## src/rtl/divider_pkg.sv

```systemverilog
// rtl/divider_pkg.sv - shared constants and helpers for the iterative divider
package divider_pkg;

    localparam int DIV_WIDTH = 32;

    typedef enum logic [1:0] {
        ST_IDLE = 2'd0,
        ST_CALC = 2'd1,
        ST_FIX  = 2'd2,
        ST_DONE = 2'd3
    } state_t;

    // Bits needed to count 0 .. v-1.
    function automatic int clog2(input int v);
        int res;
        res = 0;
        for (int i = 0; i < 31; i++) begin
            if ((1 << i) < v) res = i + 1;
        end
        return res;
    endfunction

endpackage

```

## src/rtl/div_restore_step.sv

```systemverilog
// rtl/div_restore_step.sv - one restoring-division iteration (combinational)
module div_restore_step #(
    parameter int WIDTH = 32
) (
    input  logic [WIDTH-1:0] rem_in,
    input  logic             dividend_bit,
    input  logic [WIDTH:0]   divisor,
    output logic [WIDTH-1:0] rem_out,
    output logic             q_bit
);

    logic [WIDTH:0] shifted;
    logic [WIDTH:0] diff;

    // rem_in < divisor <= 2^(WIDTH-1), so the shifted value fits WIDTH+1 bits
    // and the kept remainder always fits back into WIDTH bits.
    always_comb begin
        shifted = {rem_in, dividend_bit};
        diff    = shifted - divisor;
        q_bit   = (shifted >= divisor);
        rem_out = WIDTH'(q_bit ? diff : shifted);
    end

endmodule

```

## src/rtl/divider_32b.sv

```systemverilog
// rtl/divider_32b.sv - iterative signed restoring divider, truncate-toward-zero
module divider_32b
    import divider_pkg::*;
#(
    parameter int WIDTH = DIV_WIDTH
) (
    input  logic             clk,
    input  logic             rst,
    input  logic             start,
    input  logic [WIDTH-1:0] x,
    input  logic [WIDTH-1:0] y,
    output logic [WIDTH-1:0] q,
    output logic [WIDTH-1:0] r,
    output logic             busy,
    output logic             done,
    output logic             dbz,
    output logic             ovf
);

    localparam int CW = clog2(WIDTH);

    state_t           state;
    state_t           state_nx;
    logic [WIDTH-1:0] x_lat;
    logic [WIDTH-1:0] y_lat;
    logic             x_neg;
    logic             y_neg;
    logic [WIDTH:0]   dvd;
    logic [WIDTH:0]   dsr;
    logic [WIDTH-1:0] rem;
    logic [WIDTH-1:0] quo;
    logic [CW-1:0]    cnt;

    logic [WIDTH-1:0] rem_nx;
    logic             q_bit;
    logic [WIDTH:0]   x_abs;
    logic [WIDTH:0]   y_abs;
    logic [WIDTH-1:0] q_fix;
    logic [WIDTH-1:0] r_fix;
    logic             dbz_fix;
    logic             ovf_fix;

    div_restore_step #(.WIDTH(WIDTH)) u_step (
        .rem_in      (rem),
        .dividend_bit(dvd[WIDTH-1]),
        .divisor     (dsr),
        .rem_out     (rem_nx),
        .q_bit       (q_bit)
    );

    // Magnitudes carry an extra bit so that |-2^(WIDTH-1)| is representable.
    always_comb begin
        x_abs = x[WIDTH-1] ? ((WIDTH+1)'(0) - {1'b1, x}) : {1'b0, x};
        y_abs = y[WIDTH-1] ? ((WIDTH+1)'(0) - {1'b1, y}) : {1'b0, y};
    end

    always_ff @(posedge clk or negedge rst) begin
        if (!rst) state <= ST_IDLE;
        else      state <= state_nx;
    end

    always_comb begin
        state_nx = state;
        busy     = 1'b0;
        done     = 1'b0;
        case (state)
            ST_IDLE: begin
                if (start) state_nx = ST_CALC;
            end
            ST_CALC: begin
                busy = 1'b1;
                if (cnt == '0) state_nx = ST_FIX;
            end
            ST_FIX: begin
                busy     = 1'b1;
                state_nx = ST_DONE;
            end
            ST_DONE: begin
                done     = 1'b1;
                state_nx = ST_IDLE;
            end
            default: state_nx = ST_IDLE;
        endcase
    end

    // Sign correction; divide-by-zero wins over the single overflow pair.
    always_comb begin
        q_fix   = (x_neg ^ y_neg) ? (WIDTH'(0) - quo) : quo;
        r_fix   = x_neg ? (WIDTH'(0) - rem) : rem;
        dbz_fix = 1'b0;
        ovf_fix = 1'b0;
        if (y_lat == '0) begin
            q_fix   = '1;
            r_fix   = x_lat;
            dbz_fix = 1'b1;
        end else if (x_lat == {1'b1, {(WIDTH-1){1'b0}}} && y_lat == '1) begin
            q_fix   = x_lat;
            r_fix   = '0;
            ovf_fix = 1'b1;
        end
    end

    always_ff @(posedge clk or negedge rst) begin
        if (!rst) begin
            x_lat <= '0;
            y_lat <= '0;
            x_neg <= 1'b0;
            y_neg <= 1'b0;
            dvd   <= '0;
            dsr   <= '0;
            rem   <= '0;
            quo   <= '0;
            cnt   <= '0;
            q     <= '0;
            r     <= '0;
            dbz   <= 1'b0;
            ovf   <= 1'b0;
        end else begin
            case (state)
                ST_IDLE: begin
                    if (start) begin
                        x_lat <= x;
                        y_lat <= y;
                        x_neg <= x[WIDTH-1];
                        y_neg <= y[WIDTH-1];
                        dvd   <= x_abs;
                        dsr   <= y_abs;
                        rem   <= '0;
                        quo   <= '0;
                        cnt   <= CW'(WIDTH - 1);
                    end
                end
                ST_CALC: begin
                    rem <= rem_nx;
                    quo <= {quo[WIDTH-2:0], q_bit};
                    dvd <= dvd << 1;
                    cnt <= cnt - 1'b1;
                end
                ST_FIX: begin
                    q   <= q_fix;
                    r   <= r_fix;
                    dbz <= dbz_fix;
                    ovf <= ovf_fix;
                end
                default: ;
            endcase
        end
    end

endmodule

```

## config.mk

```make
export PLATFORM = sky130hd
export DESIGN_NAME = divider_32b
export DESIGN_NICKNAME = d
export VERILOG_FILES = /design/src/rtl/divider_pkg.sv /design/src/rtl/div_restore_step.sv /design/src/rtl/divider_32b.sv
export SDC_FILE = /design/constraint.sdc
export NUM_CORES = 1
export LEC_CHECK = 0
export ABC_AREA = 1
export CAP_MARGIN = 15
export CORE_ASPECT_RATIO = 0.9
export CORE_MARGIN = 1.5
export CORE_UTILIZATION = 55
export DETAILED_ROUTE_END_ITERATION = 6
export PLACE_DENSITY = 0.87
export SYNTH_ARGS = -nofsm -noshare
export SYNTH_HDL_FRONTEND = slang
export SYNTH_SLANG_ARGS = --single-unit
```

## constraint.sdc

```tcl
create_clock -name clk -period 2.4 [get_ports clk]
set_clock_uncertainty 0.2 [all_clocks]
set_input_delay 0.48 -clock clk [delete_from_list [all_inputs] [get_ports clk]]
set_output_delay 0.48 -clock clk [all_outputs]
set_load 0.005 [all_outputs]
```

==> flow_metrics.tcl <==
set metrics [dict create \
    power_frac_seq_pct 23.7 \
    avgSynthCellArea_um2 7.02 \
    cp.depth 14 \
    root_buffer "clkbuf_16" \
    p_clk_share_pct 13.8 \
    worstPathRequired_ps 2620 \
    max_slew_margin_pct 49.7 \
    power_frac_comb_pct 62.5 \
    clk_pin_slew_worst_paths_ps 60 \
    io_pins 135 \
    ff2ff_path_depth 14 \
    antenna_found_initial 0 \
    numCtsBuffers 29 \
    layout-drive-gt1-share_pct 14.9 \
    synth_area_leader_cell "dfrtp_1" \
    syn_nets 2514 \
    maxCapViolations 0 \
    startpoint "rem[6]" \
    gr-total-overflow 0 \
    switching_share_pct 47.3 \
    n_fill_cell 2324 \
    vias 18100 \
    place.gp.congestion 1.03 \
    synthArstFlopShare_pct 100 \
    die_w_um 188 \
    dp_hpwl_um 40800 \
    report.final.slew_viol_count 0 \
    worst_pin_slew_ps 749 \
    ir_drop_v 0.000857 \
    power_switching_mw 15.8 \
    synth.cell_area_um2 16900 \
    synthTopCellsByCount "658 x nand2_1, 350 x inv_1, 265 x dfrtp_1" \
    cpMaxStageDelayCell "dfrtp_1" \
    crit_buf_inv 2 \
    track_usage_pct 34.4 \
    io_buffers 134 \
    timing.hold.ws_ps 262 \
    drcViolationCount 1 \
    n_antenna_cell 0 \
    initial_core_util_pct 56.1 \
    crit_path_end_kind "register" \
    synth-seq-cells 265 \
    rows 60 \
    critPathLaunchType "register" \
    synth-edff-count 0 \
    clock-sinks 265 \
    routed_wl_um 55800 \
    rr_endpoint "rem[10]" \
    dp_slack_ps -238 \
    vias_per_cell 5.85 \
    grt_pass1_wl_um 87300 \
    rrSetupSlack_ps -4 \
    setup_viol 1 \
    die-area_um2 31700 \
    drtIter0Drc 2339 \
    syn_to_final_growth_pct 27.7 \
    first_pass_iters 7 \
    syn_inst 2403 \
    dp.cells 3025 \
    worst-setup-path-type "register to register" \
    ys_seq_area_share_pct 39.3 \
    p_leak_nw 10.7 \
    status "complete, but fails checks" \
    yosysTopAreaCellShare_pct 39.3 \
    r2r-start "rem[6]" \
    htreeDepth 1 \
    crit_chain "ha_4, nand2_2, nor2_4, buf_6, nand3_1, nor2_1, nand2_1, nand2_2, nor2_8, nand2_8, clkbuf_16, nand2_1, nand3_1, o21ai_1" \
    path_delay_family "simple AND/OR/NAND/NOR gates" \
    yosys-top-cells-area "dfrtp_1 39%, nand2_1 15%, inv_1 7.8%" \
    p_per_area_nw_per_um2 1550 \
    clock_latency_ps 560 \
    slowest_delay_ps 420 \
    grt_pass1_vias 16700 \
    synth_warnings 0 \
    final_antenna_net_count 0 \
    layout.cells.non_filler 3096 \
    yosysMostFrequentCell "nand2_1" \
    fmax_ghz 0.416 \
    setup_slack_ps -4.44 \
    die_y_um 169 \
    layout_min_cycle_time_ps 2400 \
    final_nets 2783 \
    setup_tns_ps -4.44 \
    failed_checks "design-rule violations, negative setup slack" \
    design_area_um2 21500 \
    p_int_mw 17.6 \
    dpl_cell_area_um2 19700 \
    finalHoldViolations 0 \
    synthFlopType "dfrtp_1" \
    synth_cell_types 52 \
    grt_max_degree 64 \
    path_max_fanout 9 \
    period_share_pct 100 \
    core_area_um2 30000 \
    cts_tree "built" \
    clockBufferDepth 3 \
    min_path_type "primary input to asynchronous set/reset pin" \
    crit_end "rem[10]" \
    arrival_ps 2630 \
    post_drt_wl_per_cell_um 18.0 \
]
## sequential cells by signal, indices dropped and copies added, names as in the netlist
| signal | flops |
|---|---|
| cnt | 5 |
| dsr | 32 |
| state | 2 |
| x_lat | 32 |
| dvd | 32 |
| rem | 32 |
| y_lat | 32 |
| dbz | 1 |
| quo | 32 |
| r | 32 |
| ovf | 1 |
| q | 32 |
## timing repair
action,CTS,global route
endpoints found under the hold margin,55,0
pin swaps,1,8
buffers inserted,2,12
setup endpoints to repair,39,68
gates resized for setup,16,133
cloned,1,3
hold buffers,1,0
## power by group through the flow
stage	logic [mW]	registers, mW	clock network, mW
floorplan	11.9	7.43	0
global placement	17.8	7.68	0
detailed placement	18.3	7.76	0
CTS	18.8	7.73	4.65
global route	22.9	8.04	4.83
finish	20.9	7.92	4.62
## per-stage QoR
stage               total power [mW]  util (%)
global placement                25.5      65.7
global route                    35.8      71.7
floorplan                       19.3         -
detailed placement              26.1      65.7
CTS                             31.2      69.6
finish                          33.5      71.7
## final cells by class
| type | count | area, um^2 | area share, % |
|---|---|---|---|
| multi-input combinational | 1698 | 9070 | 42.2 |
| sequential | 265 | 6640 | 30.8 |
| timing repair buffer | 317 | 2960 | 13.8 |
| inverter | 361 | 1360 | 6.33 |
| clock buffer | 36 | 792 | 3.68 |
| tap | 403 | 504 | 2.34 |
| clock inverter | 16 | 188 | 0.872 |
## layout by cell type, fill, tap and decap left out, types with 7 or more instances in the layout
cell	Yosys	final
nand2_1	658	628
nand4_1	51	51
o22ai_1	42	42
o211ai_1	17	17
xnor2_1	13	13
buf_12	0	14
nor2_1	187	173
clkbuf_16	0	32
nor2_4	3	12
ha_1	43	14
o31ai_1	7	7
a21oi_1	90	87
nor3_1	21	21
nand3b_1	9	9
inv_2	8	37
dfrtp_1	265	259
o21ai_0	164	162
o21bai_1	18	18
buf_4	2	162
nand3_1	239	234
ha_4	0	26
inv_1	350	320
o21ai_1	18	19
nand2_2	6	33
nor2_2	10	16
xor2_1	49	49
nand3_2	4	9
clkdlybuf4s50_1	0	131
## routing by layer
layer	track usage [%]	up-vias	part of all wire, %
li1	-	8320	-
met1	50.8	8496	42
met2	52.7	1171	44
met3	4.58	136	11
met4	9.74	0	3.3
met5	0	-	0
## cells by family after synthesis
group	after synthesis	synth area share, %
and+or+nand+nor	1212	31.1
xor gates and xnor gates	63	3.38
DFF	265	39.3
buffers and inverters	441	10.3
AOI/OAI and AO/OA	378	12.5
adders and majority gates	44	3.31
## how the worst min path moves through the flow
stage	start	end	slack (ps)
floorplan	rst	cnt[0]	-20
global placement	cnt[4]	cnt[4]	260
detailed placement	rst	dvd[31]	280
CTS	rst	dvd[31]	280
global route	rst	dvd[31]	300
finish	rst	dvd[31]	260
Power figures use the tool's default switching activity.
